[src/rtl/sr_latch_pkg.sv]
// Shared types and constants for the NOR-latch bank sequencer.
package sr_latch_pkg;

    typedef enum logic [1:0] {
        ST_IDLE  = 2'd0,
        ST_PULSE = 2'd1,
        ST_GAP   = 2'd2,
        ST_CHECK = 2'd3
    } state_t;

    localparam logic OP_CLEAR = 1'b0;
    localparam logic OP_SET   = 1'b1;

    function automatic int unsigned max_u(input int unsigned a, input int unsigned b);
        return (a > b) ? a : b;
    endfunction

endpackage

[src/rtl/sr_latch_bank_ctrl_sync2.sv]
// Two-flop synchroniser for the asynchronous latch q feedback.
module sync2 #(
    parameter int unsigned W = 1
) (
    input  logic         clk,
    input  logic         reset,
    input  logic [W-1:0] d,
    output logic [W-1:0] q
);

    logic [W-1:0] meta;

    always_ff @(posedge clk) begin
        if (reset) begin
            meta <= '0;
            q    <= '0;
        end else begin
            meta <= d;
            q    <= meta;
        end
    end

endmodule

[src/rtl/sr_latch_bank_ctrl.sv]
// Sequencer driving timed single-hot set/reset pulses into a bank of NOR latches,
// then verifying the addressed latch through its synchronised q feedback.
module sr_latch_bank_ctrl
    import sr_latch_pkg::*;
#(
    parameter int unsigned N_LATCH   = 4,
    parameter int unsigned IDX_W     = $clog2(N_LATCH),
    parameter int unsigned PULSE_CYC = 2,
    parameter int unsigned GAP_CYC   = 1
) (
    input  logic               clk,
    input  logic               reset,
    input  logic               req_valid,
    output logic               req_ready,
    input  logic [IDX_W-1:0]   req_idx,
    input  logic               req_op,
    output logic [N_LATCH-1:0] latch_set,
    output logic [N_LATCH-1:0] latch_reset,
    input  logic [N_LATCH-1:0] q_fb,
    output logic               done,
    output logic               err
);

    localparam int unsigned CNT_MAX = max_u(PULSE_CYC, GAP_CYC);
    localparam int unsigned CNT_W   = (CNT_MAX > 1) ? $clog2(CNT_MAX) : 1;
    localparam int unsigned N_EXT   = 1 << IDX_W;

    state_t             state_q, state_d;
    logic [CNT_W-1:0]   cnt_q, cnt_d;
    logic [IDX_W-1:0]   idx_q, idx_d;
    logic               op_q, op_d;
    logic [N_LATCH-1:0] set_d, rst_d;
    logic               ready_d, done_d, err_d;

    logic [N_LATCH-1:0] q_sync;
    logic [N_EXT-1:0]   q_ext;
    logic [N_LATCH-1:0] mask_req, mask_cur;
    logic               idx_illegal;

    sync2 #(.W(N_LATCH)) u_sync (
        .clk   (clk),
        .reset (reset),
        .d     (q_fb),
        .q     (q_sync)
    );

    // Widened copy so an out-of-range index can never select past the vector.
    assign q_ext       = N_EXT'(q_sync);
    assign mask_req    = N_LATCH'(1) << req_idx;
    assign mask_cur    = N_LATCH'(1) << idx_q;
    assign idx_illegal = 32'(req_idx) >= N_LATCH;

    // Next-state and next-output logic; set and reset bits are mutually exclusive by op.
    always_comb begin
        state_d = state_q;
        cnt_d   = cnt_q;
        idx_d   = idx_q;
        op_d    = op_q;
        set_d   = '0;
        rst_d   = '0;
        ready_d = 1'b0;
        done_d  = 1'b0;
        err_d   = 1'b0;
        unique case (state_q)
            ST_IDLE: begin
                ready_d = 1'b1;
                if (req_valid && req_ready) begin
                    ready_d = 1'b0;
                    idx_d   = req_idx;
                    op_d    = req_op;
                    if (idx_illegal) begin
                        state_d = ST_CHECK;
                        done_d  = 1'b1;
                        err_d   = 1'b1;
                    end else if (q_ext[req_idx] == req_op) begin
                        state_d = ST_CHECK;
                        done_d  = 1'b1;
                    end else begin
                        state_d = ST_PULSE;
                        cnt_d   = CNT_W'(PULSE_CYC - 1);
                        if (req_op == OP_SET) set_d = mask_req;
                        else                  rst_d = mask_req;
                    end
                end
            end
            ST_PULSE: begin
                if (cnt_q == '0) begin
                    state_d = ST_GAP;
                    cnt_d   = CNT_W'(GAP_CYC - 1);
                end else begin
                    cnt_d = cnt_q - CNT_W'(1);
                    if (op_q == OP_SET) set_d = mask_cur;
                    else                rst_d = mask_cur;
                end
            end
            ST_GAP: begin
                if (cnt_q == '0) begin
                    state_d = ST_CHECK;
                    done_d  = 1'b1;
                    err_d   = (q_ext[idx_q] != op_q);
                end else begin
                    cnt_d = cnt_q - CNT_W'(1);
                end
            end
            ST_CHECK: begin
                state_d = ST_IDLE;
                ready_d = 1'b1;
            end
            default: state_d = ST_IDLE;
        endcase
    end

    // Reset drops any in-flight command and holds the whole bank cleared.
    always_ff @(posedge clk) begin
        if (reset) begin
            state_q     <= ST_IDLE;
            cnt_q       <= '0;
            idx_q       <= '0;
            op_q        <= OP_CLEAR;
            latch_set   <= '0;
            latch_reset <= '1;
            req_ready   <= 1'b0;
            done        <= 1'b0;
            err         <= 1'b0;
        end else begin
            state_q     <= state_d;
            cnt_q       <= cnt_d;
            idx_q       <= idx_d;
            op_q        <= op_d;
            latch_set   <= set_d;
            latch_reset <= rst_d;
            req_ready   <= ready_d;
            done        <= done_d;
            err         <= err_d;
        end
    end

endmodule
[config.mk]
export PLATFORM = sky130hd
export DESIGN_NAME = sr_latch_bank_ctrl
export DESIGN_NICKNAME = d
export VERILOG_FILES = /design/src/rtl/sr_latch_pkg.sv /design/src/rtl/sr_latch_bank_ctrl_sync2.sv /design/src/rtl/sr_latch_bank_ctrl.sv
export SDC_FILE = /design/constraint.sdc
export NUM_CORES = 1
export LEC_CHECK = 0
export BUFFER_PORTS_ARGS = -buffer_cell sky130_fd_sc_hd__buf_2
export CAP_MARGIN = 25
export CORE_MARGIN = 5
export CORE_UTILIZATION = 40
export CTS_BUF_LIST = sky130_fd_sc_hd__clkbuf_8 sky130_fd_sc_hd__clkbuf_16
export CTS_CLUSTER_DIAMETER = 80
export CTS_CLUSTER_SIZE = 30
export DETAILED_ROUTE_END_ITERATION = 12
export PLACE_DENSITY = 0.58
export SLEW_MARGIN = 20
export SYNTH_ARGS = -nofsm -noshare
export SYNTH_HDL_FRONTEND = slang
export SYNTH_SLANG_ARGS = --single-unit
[constraint.sdc]
create_clock -name clk -period 3.6 [get_ports clk]
set_input_delay 0.72 -clock clk [delete_from_list [all_inputs] [get_ports clk]]
set_output_delay 0.72 -clock clk [all_outputs]
set_load 0.01 [all_outputs]
==> Word level (Yosys, flattened, before mapping) <==
Cells that the tools add are included.
Widths: inputs -> output; s select.
{ "op_classes": {"shifts": 2, "reduce_logical": 8, "addsub": 1, "mux": 31, "n_lt_le_gt_ge": 2, "bitwise_logic": 1, "n_eq_ne": 9} }
{ "ops": {"columns": ["cell", "count"], "rows": [
  ["$mux 4", 10],
  ["$pmux 4 s2", 2],
  ["$mux 1", 9],
  ["$mux 2", 4],
  ["$ne 2x2->1 const B", 4],
  ["$pmux 2 s4", 1],
  ["$shl 1x2->4 const A", 2],
  ["$lt 2x3->1 const B", 2],
  ["$pmux 1 s2", 3],
  ["$reduce_and 3->1", 2],
  ["$bmux 1 s2", 2],
  ["$eq 2x2->1 const B", 2],
  ["$reduce_or 3->1", 1],
  ["$eq 2x1->1 const B", 1],
  ["$logic_not 2->1", 1],
  ["$reduce_and 2->1", 1],
  ["$reduce_bool 2->1", 1],
  ["$reduce_or 2->1", 1],
  ["$eq 1x1->1", 1],
  ["$logic_and 1x1->1", 1],
  ["$ne 1x1->1", 1],
  ["$not 1->1", 1],
  ["$sub 1x1->1 const B", 1]
]} }
{ "totals": {"elab_cells": 65, "reg_bits": 25, "output_inout_bits": 11} }

==> Logic depth before layout (Yosys ltp) <==
Gate-level depths: netlist of the first run.
{ "logic_depth": {"depth_word": 6, "depth_mapped": 7} }

==> Hierarchy <==
Synthesis of the first run repeated with hierarchy kept, for this count alone.
{ "unflattened": {"hier_cells": 112, "area_unflattened_um2": 1107.3} }
{ "by_module_without_submodules": {"columns": ["module", "cells_each", "instances", "seq_area_each_um2", "area_per_inst_um2"], "rows": [
  ["sr_latch_bank_ctrl", 96, 1, 340.3, 897.1],
  ["sync2", 16, 1, 160.2, 210.2]
]} }

==> Least setup slack after synthesis of the first run <==
OpenSTA, ideal clock, no wires.
{ "synth_timing": {"kind": "input -> register", "startpoint": "input port req_idx[0]", "endpoint": "register cnt_q", "slack_ps": 1649, "t_arrival_ps": 1865, "path_stages": 4, "path_cell_list": "mux4_2 > xnor2_2 > or2_1 > a221oi_2"} }
{ "synth_via": {"elab_chain_cells": 5} }
{ "synth_lines": {"columns": ["element", "line", "rtl"], "rows": [
  ["from (decl)", "sr_latch_bank_ctrl.sv:15", "input logic [IDX_W-1:0] req_idx,"],
  ["$bmux 1 s2", "sr_latch_bank_ctrl.sv:75", "end else if (q_ext[req_idx] == req_op) begin"],
  ["$mux 1 (implied by the code)", "sr_latch_bank_ctrl.sv:75", null],
  ["$eq 1x1->1", "sr_latch_bank_ctrl.sv:75", null],
  ["$ne 2x2->1 (no line)", null, null],
  ["$reduce_and 3->1 (no line)", null, null],
  ["to (signal assigned)", "sr_latch_bank_ctrl.sv:127", "cnt_q <= cnt_d;"],
  ["to (decl)", "sr_latch_bank_ctrl.sv:29", "logic [CNT_W-1:0] cnt_q, cnt_d;"]
]} }
No other way between the ends. The select of a mux whose other input is x is not followed.
A chain may end at the register's enable or synchronous reset.

==> Worst setup path after layout of the first run <==
Same ends and word-level chain as after synthesis.

==> metrics.txt, run 1 <==
# TYPE chip_impl_metric gauge
chip_impl_info{name="unrepaired_setup_endpoints_after_global_routing",value="no"} 1
chip_impl_metric{name="worstPathMaxFanout",unit=""} 6
chip_impl_metric{name="floorplan.core_area",unit="µm²"} 2450
chip_impl_metric{name="report.final.setup_viol",unit=""} 0
chip_impl_metric{name="tritoncts_num_sinks",unit=""} 25
chip_impl_metric{name="avgRoutedWirePerCell",unit="µm"} 12.4
chip_impl_info{name="endpoint_kind",value="register"} 1
chip_impl_info{name="hold_path_class",value="register to register"} 1
chip_impl_metric{name="die_area",unit="µm²"} 3630
chip_impl_metric{name="grt_start_max_net_pins",unit=""} 23
chip_impl_metric{name="detailroute.via_count",unit=""} 814
chip_impl_metric{name="detail_route.drc_violations",unit=""} 0
chip_impl_metric{name="post_cts_hold_buffer_count",unit=""} 0
chip_impl_metric{name="report.final.hold_viol_count",unit=""} 0
chip_impl_metric{name="detail_route.vias_per_cell",unit=""} 5.25
chip_impl_metric{name="ir_worst_vdd",unit="mV"} 0.392
chip_impl_metric{name="dpl.hpwl",unit="µm"} 1460
chip_impl_metric{name="drt_wl_total",unit="µm"} 1920
chip_impl_info{name="yosys-top-cells-area",value="dfxtp_1 50%, nor2b_1 6.2%, a21oi_1 5.0%"} 1
chip_impl_metric{name="report.final.slew_viol_count",unit=""} 0
chip_impl_metric{name="grt_overflow",unit=""} 0
chip_impl_info{name="status",value="completed"} 1
chip_impl_metric{name="final.setup_skew",unit="ns"} 0.00816
chip_impl_metric{name="cts-buffers-inserted",unit=""} 3
chip_impl_metric{name="crit_arrival",unit="ns"} 2.10
chip_impl_info{name="crit-reg2reg-capture",value="cnt_q"} 1
chip_impl_metric{name="row_count",unit=""} 18
chip_impl_info{name="final_cell_mix",value="25 x dfxtp_1, 20 x buf_2, 13 x nor2_1"} 1
chip_impl_info{name="cp-startpoint",value="req_idx[0]"} 1
chip_impl_metric{name="cts.clk_slew.worst_paths",unit="ns"} 0.08
chip_impl_metric{name="gp_congestion",unit=""} 0.918
chip_impl_metric{name="io_pins",unit=""} 21
chip_impl_metric{name="cts_repair_resize_count",unit=""} 0
chip_impl_metric{name="p_leak",unit="µW"} 0.000497
chip_impl_metric{name="synth-seq-area-share",unit="%"} 49.6
chip_impl_metric{name="initial_utilization",unit="%"} 41.1
chip_impl_metric{name="final_antenna_net_count",unit=""} 0
chip_impl_metric{name="synthesis.area_per_instance",unit="µm²"} 9.70
chip_impl_metric{name="grt_first_pass_wirelength",unit="µm"} 3260
chip_impl_metric{name="syn_area",unit="µm²"} 1010
chip_impl_metric{name="clk_path_buf_depth",unit=""} 2
chip_impl_metric{name="antenna_found_initial",unit=""} 0
chip_impl_info{name="worst_setup_path_start_kind",value="primary input"} 1
chip_impl_metric{name="ys_seq_elements",unit=""} 25
chip_impl_metric{name="synth.lib_cells_used.distinct",unit=""} 27
chip_impl_metric{name="cap_violations",unit=""} 0
chip_impl_metric{name="finalNetCount",unit=""} 140
chip_impl_info{name="clock-root-buffer",value="clkbuf_8"} 1
chip_impl_metric{name="floorplan.die.height",unit="µm"} 60.2
chip_impl_metric{name="required",unit="ns"} 3.78
chip_impl_metric{name="synth_top_area_share",unit="%"} 49.6
chip_impl_metric{name="first_global_vias",unit=""} 732
chip_impl_metric{name="holdWs",unit="ns"} 0.445
chip_impl_info{name="worstSetupEndpoint",value="cnt_q"} 1
chip_impl_metric{name="synthesized_netlist_cell_count",unit=""} 104
chip_impl_metric{name="floorplan.die.width",unit="µm"} 60.2
chip_impl_info{name="layout_commonest_cell",value="dfxtp_1"} 1
chip_impl_metric{name="detail_route.iter0.violations",unit=""} 22
chip_impl_metric{name="worst_slew_pin_slew",unit="ns"} 0.397
chip_impl_metric{name="clkLatencyLatePin",unit="ns"} 0.27
chip_impl_metric{name="multi_input_comb_area",unit="µm²"} 470
chip_impl_metric{name="cts_max_level",unit=""} 1
chip_impl_info{name="cts_tree",value="built"} 1
chip_impl_metric{name="tns",unit="ns"} 0
chip_impl_metric{name="synthesis.yosys.warnings",unit=""} 0
chip_impl_metric{name="buffer_ports.inserted",unit=""} 20
chip_impl_metric{name="worst-r2r-cell-count",unit=""} 5
chip_impl_info{name="worst-setup-path-type",value="primary input to register"} 1
chip_impl_metric{name="post-cts-setup-buffers",unit=""} 0
chip_impl_metric{name="detailedRoute.firstPassIterationCount",unit=""} 4
chip_impl_metric{name="ff_latch_area",unit="µm²"} 500
chip_impl_metric{name="antenna_cells",unit=""} 0
chip_impl_info{name="synthDominantAreaCellType",value="dfxtp_1"} 1
chip_impl_metric{name="gr-usage-all-layers",unit="%"} 12.2
chip_impl_metric{name="finalWorstPathRequiredPeriod",unit="ns"} 1.93
chip_impl_metric{name="max_clock_freq",unit="MHz"} 519
chip_impl_metric{name="slew_headroom",unit="%"} 73.5
chip_impl_info{name="reg2reg_from",value="state_q[1]"} 1
chip_impl_metric{name="post_route_clock_period_utilization",unit="%"} 53.5
chip_impl_metric{name="power_density",unit="nW/µm²"} 580
chip_impl_metric{name="final_layout_size_suffix_gt1_share",unit="%"} 22.4
chip_impl_metric{name="ff2ff_setup_slack",unit="ns"} 1.87
chip_impl_metric{name="synth_nets",unit=""} 118
chip_impl_metric{name="synthToLayoutAreaGrowth",unit="%"} 16.7
chip_impl_metric{name="nFillCells",unit=""} 245
[stage by stage]
step                      std cells  cell area [µm²]  utilization [%]  worst slack (ns)  power, µW
after detailed placement        151             1130             46.1              1.40        529
final                           155             1180             48.0              1.67        683
after global routing            155             1180             48.0              1.63        730
after CTS                       155             1180             48.0              1.69        690
after global placement          151             1130             46.1              1.46        520
after floorplan                 104             1010                -              1.65        481
[worst max-delay path, stage by stage]
cell and delay [ns]:
buf_2 0.15, mux4_2 0.57, xnor2_2 0.18, or2_1 0.23
a221oi_2 0.26
[synthesized netlist by cell type]
cell,count
nand2b_1,1
nor3_1,2
xnor2_1,1
o31ai_1,4
nor2_1,13
or2_1,1
a221oi_1,2
buf_1,1
o21bai_1,1
clkbuf_1,1
a21oi_1,10
nand3_1,3
and3_1,1
xnor2_2,1
nand2_1,6
dfxtp_1,25
mux4_2,2
a221oi_2,1
buf_4,1
a31oi_1,1
nand4_1,1
o2bb2ai_1,1
o21ai_0,1
a32oi_1,3
nor2b_1,10
inv_1,6
ha_1,4
[flip-flops by register name, indices dropped and copies added (netlist names)]
register,cells
latch_set,4
idx_q,2
done,1
err,1
op_q,1
latch_reset,4
state_q,2
u_sync.q,4
u_sync.meta,4
cnt_q,1
req_ready,1
[metal layers]
layer / part of all wire (%) / GRT usage (%) / wire (µm) / vias up
li1: - / - / - / 403
met4: 2.2 / 6.33 / 43 / 0
met5: 0 / 0 / 0 / -
met3: 8.5 / 4.97 / 164 / 6
met1: 43 / 14.9 / 819 / 378
met2: 47 / 18.2 / 896 / 27
[logic make-up after synthesis]
family	synth area share [%]
and+or+nand+nor	18.2
muxes	4.47
DFF	49.6
adders and majority gates	4.96
AOI/OAI and AO/OA	16.5
xor gates and xnor gates	2.48
buffers and inverters	3.72
[worst min path at each step]
stage / cells after the start / from / slack [ns] / endpoint
floorplan: 1 / u_sync.meta[0] / 0.41 / u_sync.q[0]
global placement: 1 / u_sync.meta[3] / 0.42 / u_sync.q[3]
detailed placement: 1 / u_sync.meta[2] / 0.43 / u_sync.q[2]
CTS: 1 / u_sync.meta[2] / 0.45 / u_sync.q[2]
global route: 1 / u_sync.meta[3] / 0.46 / u_sync.q[3]
finish: 1 / u_sync.meta[3] / 0.44 / u_sync.q[3]
[cell type report]
class | count | share of cell area (%)
Inverter | 6 | 1.91
Sequential cell | 25 | 42.5
Tap cell | 30 | 3.19
Timing Repair Buffer | 20 | 8.50
Clock buffer | 3 | 3.51
Multi-Input combinational cell | 70 | 40.0
Clock inverter | 1 | 0.425
[power by group]
| group | internal, µW | switching, µW | leakage, µW |
|---|---|---|---|
| Clock | 77.2 | 81.3 | 0.0000255 |
| Sequential | 306 | 21.5 | 0.000206 |
| Combinational | 77.0 | 120 | 0.000266 |
| Total | 461 | 223 | 0.000497 |
Note: power is estimated with default switching activity, not from simulation.
==> inputs of run 2 (changes only) <==
==> constraint.sdc (replaced) <==
create_clock -name clk -period 1.8 [get_ports clk]
set_input_delay 0.36 -clock clk [delete_from_list [all_inputs] [get_ports clk]]
set_output_delay 0.36 -clock clk [all_outputs]
set_load 0.01 [all_outputs]
==> run 2 against run 1 <==
Effect of this change: routed wire length is 4.0% lower; clock power is 98% higher; total power is 100% higher; flip-flop and latch count stayed put; register-to-register slack worse by 1.6 ns; critical path depth is 1 lower; hold slack worse by 0.15 ns; first-iteration DRC count is 23% higher; global-route usage is 0.64 points lower; critical endpoint unchanged.
==> metrics.txt, run 2 (same netlist as run 1, synthesis figures left out) <==
# TYPE chip_impl_metric gauge
chip_impl_metric{name="worstPathMaxFanout",unit=""} 4
chip_impl_info{name="final_cell_mix",value="25 x dfxtp_1, 20 x buf_2, 13 x nor2_1"} 1
chip_impl_metric{name="finalWorstPathRequiredPeriod",unit="ns"} 1.56
chip_impl_info{name="clock-root-buffer",value="clkbuf_8"} 1
chip_impl_metric{name="place_ws",unit="ns"} -0.0367
chip_impl_metric{name="gr-usage-all-layers",unit="%"} 11.6
chip_impl_metric{name="final_layout_size_suffix_gt1_share",unit="%"} 23.6
chip_impl_info{name="worst-setup-path-type",value="register to register"} 1
chip_impl_metric{name="cts_repair_resize_count",unit=""} 0
chip_impl_metric{name="antenna_found_initial",unit=""} 0
chip_impl_metric{name="gr-usage-met3",unit="%"} 5.18
chip_impl_info{name="worst_setup_path_start_kind",value="register"} 1
chip_impl_metric{name="final.setup_skew",unit="ns"} 0.00382
chip_impl_metric{name="nFillCells",unit=""} 222
chip_impl_metric{name="finalNetCount",unit=""} 142
chip_impl_metric{name="required",unit="ns"} 1.98
chip_impl_metric{name="power_density",unit="nW/µm²"} 1150
chip_impl_metric{name="crit_arrival",unit="ns"} 1.74
chip_impl_metric{name="grt_overflow",unit=""} 0
chip_impl_metric{name="clk_path_buf_depth",unit=""} 2
chip_impl_metric{name="buffer_ports.inserted",unit=""} 20
chip_impl_metric{name="groute.layer.met1.usage",unit="%"} 12.7
chip_impl_metric{name="avgRoutedWirePerCell",unit="µm"} 11.8
chip_impl_metric{name="cts.clk_slew.worst_paths",unit="ns"} 0.08
chip_impl_info{name="critical_path.top_delay_family",value="multiplexers"} 1
chip_impl_metric{name="setup_ws",unit="ns"} 0.236
chip_impl_metric{name="post_route_clock_period_utilization",unit="%"} 86.9
chip_impl_metric{name="synthToLayoutAreaGrowth",unit="%"} 18.2
chip_impl_metric{name="floorplan.core_area",unit="µm²"} 2450
chip_impl_info{name="cts_tree",value="built"} 1
chip_impl_metric{name="worst_slew_pin_slew",unit="ns"} 0.372
chip_impl_metric{name="detailroute.via_count",unit=""} 791
chip_impl_metric{name="report.final.hold_viol_count",unit=""} 0
chip_impl_metric{name="slew_headroom",unit="%"} 75.2
chip_impl_metric{name="post-route-util",unit="%"} 48.6
chip_impl_metric{name="initial_utilization",unit="%"} 41.1
chip_impl_metric{name="grt.met2_usage",unit="%"} 19.0
chip_impl_metric{name="detail_route.iter0.violations",unit=""} 27
chip_impl_metric{name="max_clock_freq",unit="MHz"} 639
chip_impl_info{name="grt.busiest_layer",value="met2"} 1
chip_impl_metric{name="post_cts_hold_buffer_count",unit=""} 0
chip_impl_metric{name="post-cts-setup-buffers",unit=""} 0
chip_impl_metric{name="die_area",unit="µm²"} 3630
chip_impl_metric{name="report.final.setup_viol",unit=""} 0
chip_impl_info{name="unrepaired_setup_endpoints_after_global_routing",value="no"} 1
chip_impl_info{name="worstPathCellList",value="mux4_2 -> xnor2_2 -> or2_1 -> a221oi_2"} 1
chip_impl_metric{name="detail_route.vias_per_cell",unit=""} 5.04
chip_impl_metric{name="grt_first_pass_wirelength",unit="µm"} 3060
chip_impl_metric{name="numPlacedInstances",unit=""} 153
chip_impl_metric{name="fin_cells",unit=""} 157
chip_impl_metric{name="floorplan.die.width",unit="µm"} 60.2
chip_impl_info{name="status",value="completed"} 1
chip_impl_metric{name="io_pins",unit=""} 21
chip_impl_metric{name="floorplan.die.height",unit="µm"} 60.2
chip_impl_metric{name="dpl.hpwl",unit="µm"} 1450
chip_impl_metric{name="cap_violations",unit=""} 0
chip_impl_metric{name="gp_congestion",unit=""} 0.917
chip_impl_metric{name="report.final.slew_viol_count",unit=""} 0
chip_impl_metric{name="ir_worst_vdd",unit="mV"} 0.805
chip_impl_metric{name="final_antenna_net_count",unit=""} 0
chip_impl_metric{name="tns",unit="ns"} 0
chip_impl_metric{name="power.total",unit="µW"} 1370
chip_impl_metric{name="antenna_cells",unit=""} 0
chip_impl_metric{name="crit_buf_inv",unit=""} 0
chip_impl_metric{name="grt_start_max_net_pins",unit=""} 23
chip_impl_info{name="endpoint_kind",value="register"} 1
chip_impl_metric{name="detailedRoute.firstPassIterationCount",unit=""} 4
chip_impl_metric{name="cts_max_level",unit=""} 1
chip_impl_info{name="layout_commonest_cell",value="dfxtp_1"} 1
chip_impl_metric{name="detail_route.drc_violations",unit=""} 0
chip_impl_metric{name="tritoncts_num_sinks",unit=""} 25
chip_impl_metric{name="p_leak",unit="µW"} 0.000506
chip_impl_metric{name="cts-buffers-inserted",unit=""} 3
chip_impl_metric{name="worst_path_largest_cell_delay",unit="ns"} 0.51
chip_impl_info{name="worst_path_max_delay_cell",value="mux4_2"} 1
chip_impl_metric{name="first_global_vias",unit=""} 723
chip_impl_metric{name="clkLatencyLatePin",unit="ns"} 0.26
chip_impl_metric{name="row_count",unit=""} 18
chip_impl_info{name="hold_path_class",value="primary input to register"} 1
chip_impl_metric{name="drt_wl_total",unit="µm"} 1850
-- run 2: changes by cell type in the layout (fill, tap and decap cells not counted), sizes merged --
cell,previous run,this run
buf,20,22
-- run 2: report_power, final --
group / switching, µW / internal (µW) / leakage [µW] / total [µW]
combinational: 229 / 174 / 0.000275 / 403
clock: 160 / 154 / 0.0000255 / 315
sequential: 42.1 / 612 / 0.000206 / 655
total: 431 / 941 / 0.000506 / 1370
-- run 2: final cells by class --
type                       count  area, µm²  share of cell area [%]
clock buffer                   3       41.3                    3.46
clock inverter                 1       5.00                   0.420
inverter                       6       22.5                    1.89
multi-input combinational     70        470                    39.5
timing repair buffer          22        115                    9.65
sequential                    25        500                    42.0
tap                           30       37.5                    3.15
-- run 2: through the flow --
step | hold slack (ns) | area (µm²)
5_1_grt | 0.299 | 1190
3_5_place_dp | 0.425 | 1150
6_report | 0.299 | 1190
2_1_floorplan | 0.414 | 1010
3_3_place_gp | 0.422 | 1150
4_1_cts | 0.294 | 1190
-- run 2: per-layer routing --
layer  vias up  part of all wire, %
met3         4                  6.3
met1       363                   44
met5         -                    0
met2        17                   48
met4         0                  1.4
li1        407                    -
-- run 2: final timing paths --
check | start | end | slack [ns] | cells past startpoint
setup / recovery | u_sync.q[3] | cnt_q | 0.24 | 4
hold / removal | q_fb[0] | u_sync.meta[0] | 0.30 | 2
setup reg to reg | u_sync.q[3] | cnt_q | 0.24 | 4
hold reg to reg | u_sync.meta[2] | u_sync.q[2] | 0.44 | 1
-- run 2: worst register-to-register path, delay by kind of cell (launching register included) --
kind            cells  cell delay (ns)
xor+xnor            1             0.17
flops               1             0.31
simple gates        1             0.23
compound gates      1             0.26
mux                 1             0.51
==> inputs of run 3 (changes only) <==
--- a/config.mk
+++ b/config.mk
@@ -7,13 +7,15 @@
 export LEC_CHECK = 0
 export BUFFER_PORTS_ARGS = -buffer_cell sky130_fd_sc_hd__buf_2
 export CAP_MARGIN = 25
+export CELL_PAD_IN_SITES_DETAIL_PLACEMENT = 0
+export CELL_PAD_IN_SITES_GLOBAL_PLACEMENT = 2
 export CORE_MARGIN = 5
-export CORE_UTILIZATION = 40
+export CORE_UTILIZATION = 32
 export CTS_BUF_LIST = sky130_fd_sc_hd__clkbuf_8 sky130_fd_sc_hd__clkbuf_16
 export CTS_CLUSTER_DIAMETER = 80
 export CTS_CLUSTER_SIZE = 30
 export DETAILED_ROUTE_END_ITERATION = 12
-export PLACE_DENSITY = 0.58
+export PLACE_DENSITY = 0.73
 export SLEW_MARGIN = 20
 export SYNTH_ARGS = -nofsm -noshare
 export SYNTH_HDL_FRONTEND = slang
==> run 3 against run 2 <==
Effect of this change: register-to-register slack worse by 0.03 ns; sequential power is essentially flat; sequential share of layout area decreased by 0.82 points; non-clock buffer count is 1 higher; combinational power rose by 3%; global-route usage shrank 1.2 points; worst setup slack got worse by 0.026 ns; clock power is 1% higher; hold slack got worse by 0.0030 ns; critical endpoint unchanged; routed wire length grew 6.9%.
==> metrics.txt, run 3 (same netlist as run 1, synthesis figures left out) <==
# TYPE chip_impl_metric gauge
chip_impl_metric{name="ir_worst_vdd",unit="mV"} 0.514
chip_impl_metric{name="post-route-cell-area",unit="µm²"} 1220
chip_impl_metric{name="worst_slew_pin_slew",unit="ns"} 0.400
chip_impl_info{name="endpoint_kind",value="register"} 1
chip_impl_metric{name="detail_route.vias_per_cell",unit=""} 4.71
chip_impl_metric{name="grt_start_max_net_pins",unit=""} 23
chip_impl_metric{name="grt_first_pass_wirelength",unit="µm"} 3420
chip_impl_metric{name="crit_arrival",unit="ns"} 1.78
chip_impl_metric{name="p_leak",unit="µW"} 0.000512
chip_impl_metric{name="drt_wl_total",unit="µm"} 1980
chip_impl_metric{name="grt_overflow",unit=""} 0
chip_impl_metric{name="synthToLayoutAreaGrowth",unit="%"} 20.6
chip_impl_metric{name="first_global_vias",unit=""} 765
chip_impl_metric{name="row_count",unit=""} 20
chip_impl_metric{name="seqPwrFrac",unit="%"} 47.1
chip_impl_metric{name="cts-buffers-inserted",unit=""} 3
chip_impl_metric{name="power_density",unit="nW/µm²"} 1140
chip_impl_info{name="status",value="completed"} 1
chip_impl_info{name="final_cell_mix",value="25 x dfxtp_1, 20 x buf_2, 13 x nor2_1"} 1
chip_impl_metric{name="finalWorstPathRequiredPeriod",unit="ns"} 1.59
chip_impl_metric{name="cts_max_level",unit=""} 1
chip_impl_metric{name="buffer_ports.inserted",unit=""} 20
chip_impl_metric{name="final_layout_size_suffix_gt1_share",unit="%"} 23.4
chip_impl_metric{name="avgRoutedWirePerCell",unit="µm"} 11.5
chip_impl_metric{name="post_cts_hold_buffer_count",unit=""} 0
chip_impl_metric{name="required",unit="ns"} 1.99
chip_impl_metric{name="cap_violations",unit=""} 0
chip_impl_metric{name="final_antenna_net_count",unit=""} 0
chip_impl_metric{name="io_pins",unit=""} 21
chip_impl_metric{name="clockPowerShare",unit="%"} 23.0
chip_impl_metric{name="post_route_clock_period_utilization",unit="%"} 88.3
chip_impl_metric{name="gp_congestion",unit=""} 0.812
chip_impl_metric{name="initial_utilization",unit="%"} 33.3
chip_impl_metric{name="report.final.hold_viol_count",unit=""} 0
chip_impl_metric{name="detailroute.via_count",unit=""} 810
chip_impl_metric{name="max_clock_freq",unit="MHz"} 629
chip_impl_metric{name="total_net_switching_power",unit="µW"} 448
chip_impl_info{name="cts_tree",value="built"} 1
chip_impl_metric{name="antenna_cells",unit=""} 0
chip_impl_info{name="worst-setup-path-type",value="register to register"} 1
chip_impl_metric{name="slew_headroom",unit="%"} 73.3
chip_impl_metric{name="power.total",unit="µW"} 1390
chip_impl_metric{name="finalNetCount",unit=""} 143
chip_impl_metric{name="report.final.setup_viol",unit=""} 0
chip_impl_metric{name="worstPathMaxFanout",unit=""} 4
chip_impl_info{name="hold_path_class",value="primary input to register"} 1
chip_impl_metric{name="report.final.slew_viol_count",unit=""} 0
chip_impl_metric{name="floorplan.core_area",unit="µm²"} 3030
chip_impl_metric{name="share_comb_of_total_power",unit="%"} 29.9
chip_impl_metric{name="final.setup_skew",unit="ns"} 0.00458
chip_impl_info{name="worst_setup_path_start_kind",value="register"} 1
chip_impl_metric{name="floorplan.die.height",unit="µm"} 66.1
chip_impl_metric{name="dpl.hpwl",unit="µm"} 1500
chip_impl_metric{name="detail_route.iter0.violations",unit=""} 20
chip_impl_metric{name="gr-usage-all-layers",unit="%"} 10.3
chip_impl_metric{name="post-route-util",unit="%"} 40.2
chip_impl_info{name="unrepaired_setup_endpoints_after_global_routing",value="no"} 1
chip_impl_metric{name="switching_portion_of_total_power",unit="%"} 32.2
chip_impl_info{name="layout_commonest_cell",value="dfxtp_1"} 1
chip_impl_metric{name="clkLatencyLatePin",unit="ns"} 0.27
chip_impl_info{name="clock-root-buffer",value="clkbuf_8"} 1
chip_impl_metric{name="antenna_found_initial",unit=""} 0
chip_impl_metric{name="postPlaceCellArea",unit="µm²"} 1170
chip_impl_metric{name="nFillCells",unit=""} 319
chip_impl_metric{name="cts_repair_resize_count",unit=""} 0
chip_impl_metric{name="detailedRoute.firstPassIterationCount",unit=""} 4
chip_impl_metric{name="tritoncts_num_sinks",unit=""} 25
chip_impl_metric{name="clk_path_buf_depth",unit=""} 2
chip_impl_metric{name="die_area",unit="µm²"} 4370
chip_impl_metric{name="floorplan.die.width",unit="µm"} 66.1
chip_impl_metric{name="cts.clk_slew.worst_paths",unit="ns"} 0.08
chip_impl_metric{name="post-cts-setup-buffers",unit=""} 0
chip_impl_metric{name="detail_route.drc_violations",unit=""} 0
chip_impl_metric{name="total_internal_power",unit="µW"} 941
-- run 3: layer usage --
layer	up-vias	wire (µm)	track usage [%]
met5	-	0	0
met4	0	30	3.81
met3	5	161	4.76
met2	21	858	15.6
met1	375	925	12.7
li1	409	-	-
-- run 3: power groups by stage --
stage / logic [µW] / registers, µW / clock network [µW]
final: 416 / 654 / 319
after global routing: 466 / 663 / 368
after CTS: 414 / 653 / 332
after detailed placement: 411 / 667 / 0
after global placement: 419 / 665 / 0
after floorplan: 292 / 670 / 0
-- run 3: final timing paths --
kind,endpoint,start,cells past startpoint,slack (ns)
setup / recovery,cnt_q,u_sync.q[3],4,0.21
hold / removal,u_sync.meta[3],q_fb[3],2,0.30
setup reg to reg,cnt_q,u_sync.q[3],4,0.21
hold reg to reg,u_sync.q[3],u_sync.meta[3],1,0.44
-- run 3: area by class of cell --
type                    instances  area [µm²]  share of cell area, %
multi-input cells              70         470                   38.7
clock inverters                 1        3.75                  0.309
inverters                       6        22.5                   1.85
flip-flops and latches         25         500                   41.2
repair buffers                 23         123                   10.1
well taps                      44        55.1                   4.53
clock buffers                   3        41.3                   3.40
-- run 3: critical path, cell delays in order (launching register included) --
cell	delay [ns]
dfxtp_1	0.31
mux4_2	0.53
xnor2_2	0.18
or2_1	0.23
a221oi_2	0.26
-- run 3: per-stage QoR --
stage | setup slack [ns] | hold WS, ns | setup TNS (ns) | cells
2_1_floorplan | 0.209 | 0.414 | 0 | 104
3_3_place_gp | 0.0446 | 0.422 | 0 | 168
3_5_place_dp | -0.00711 | 0.425 | -0.00711 | 168
4_1_cts | 0.204 | 0.293 | 0 | 172
5_1_grt | 0.142 | 0.297 | 0 | 172
6_report | 0.210 | 0.297 | 0 | 172
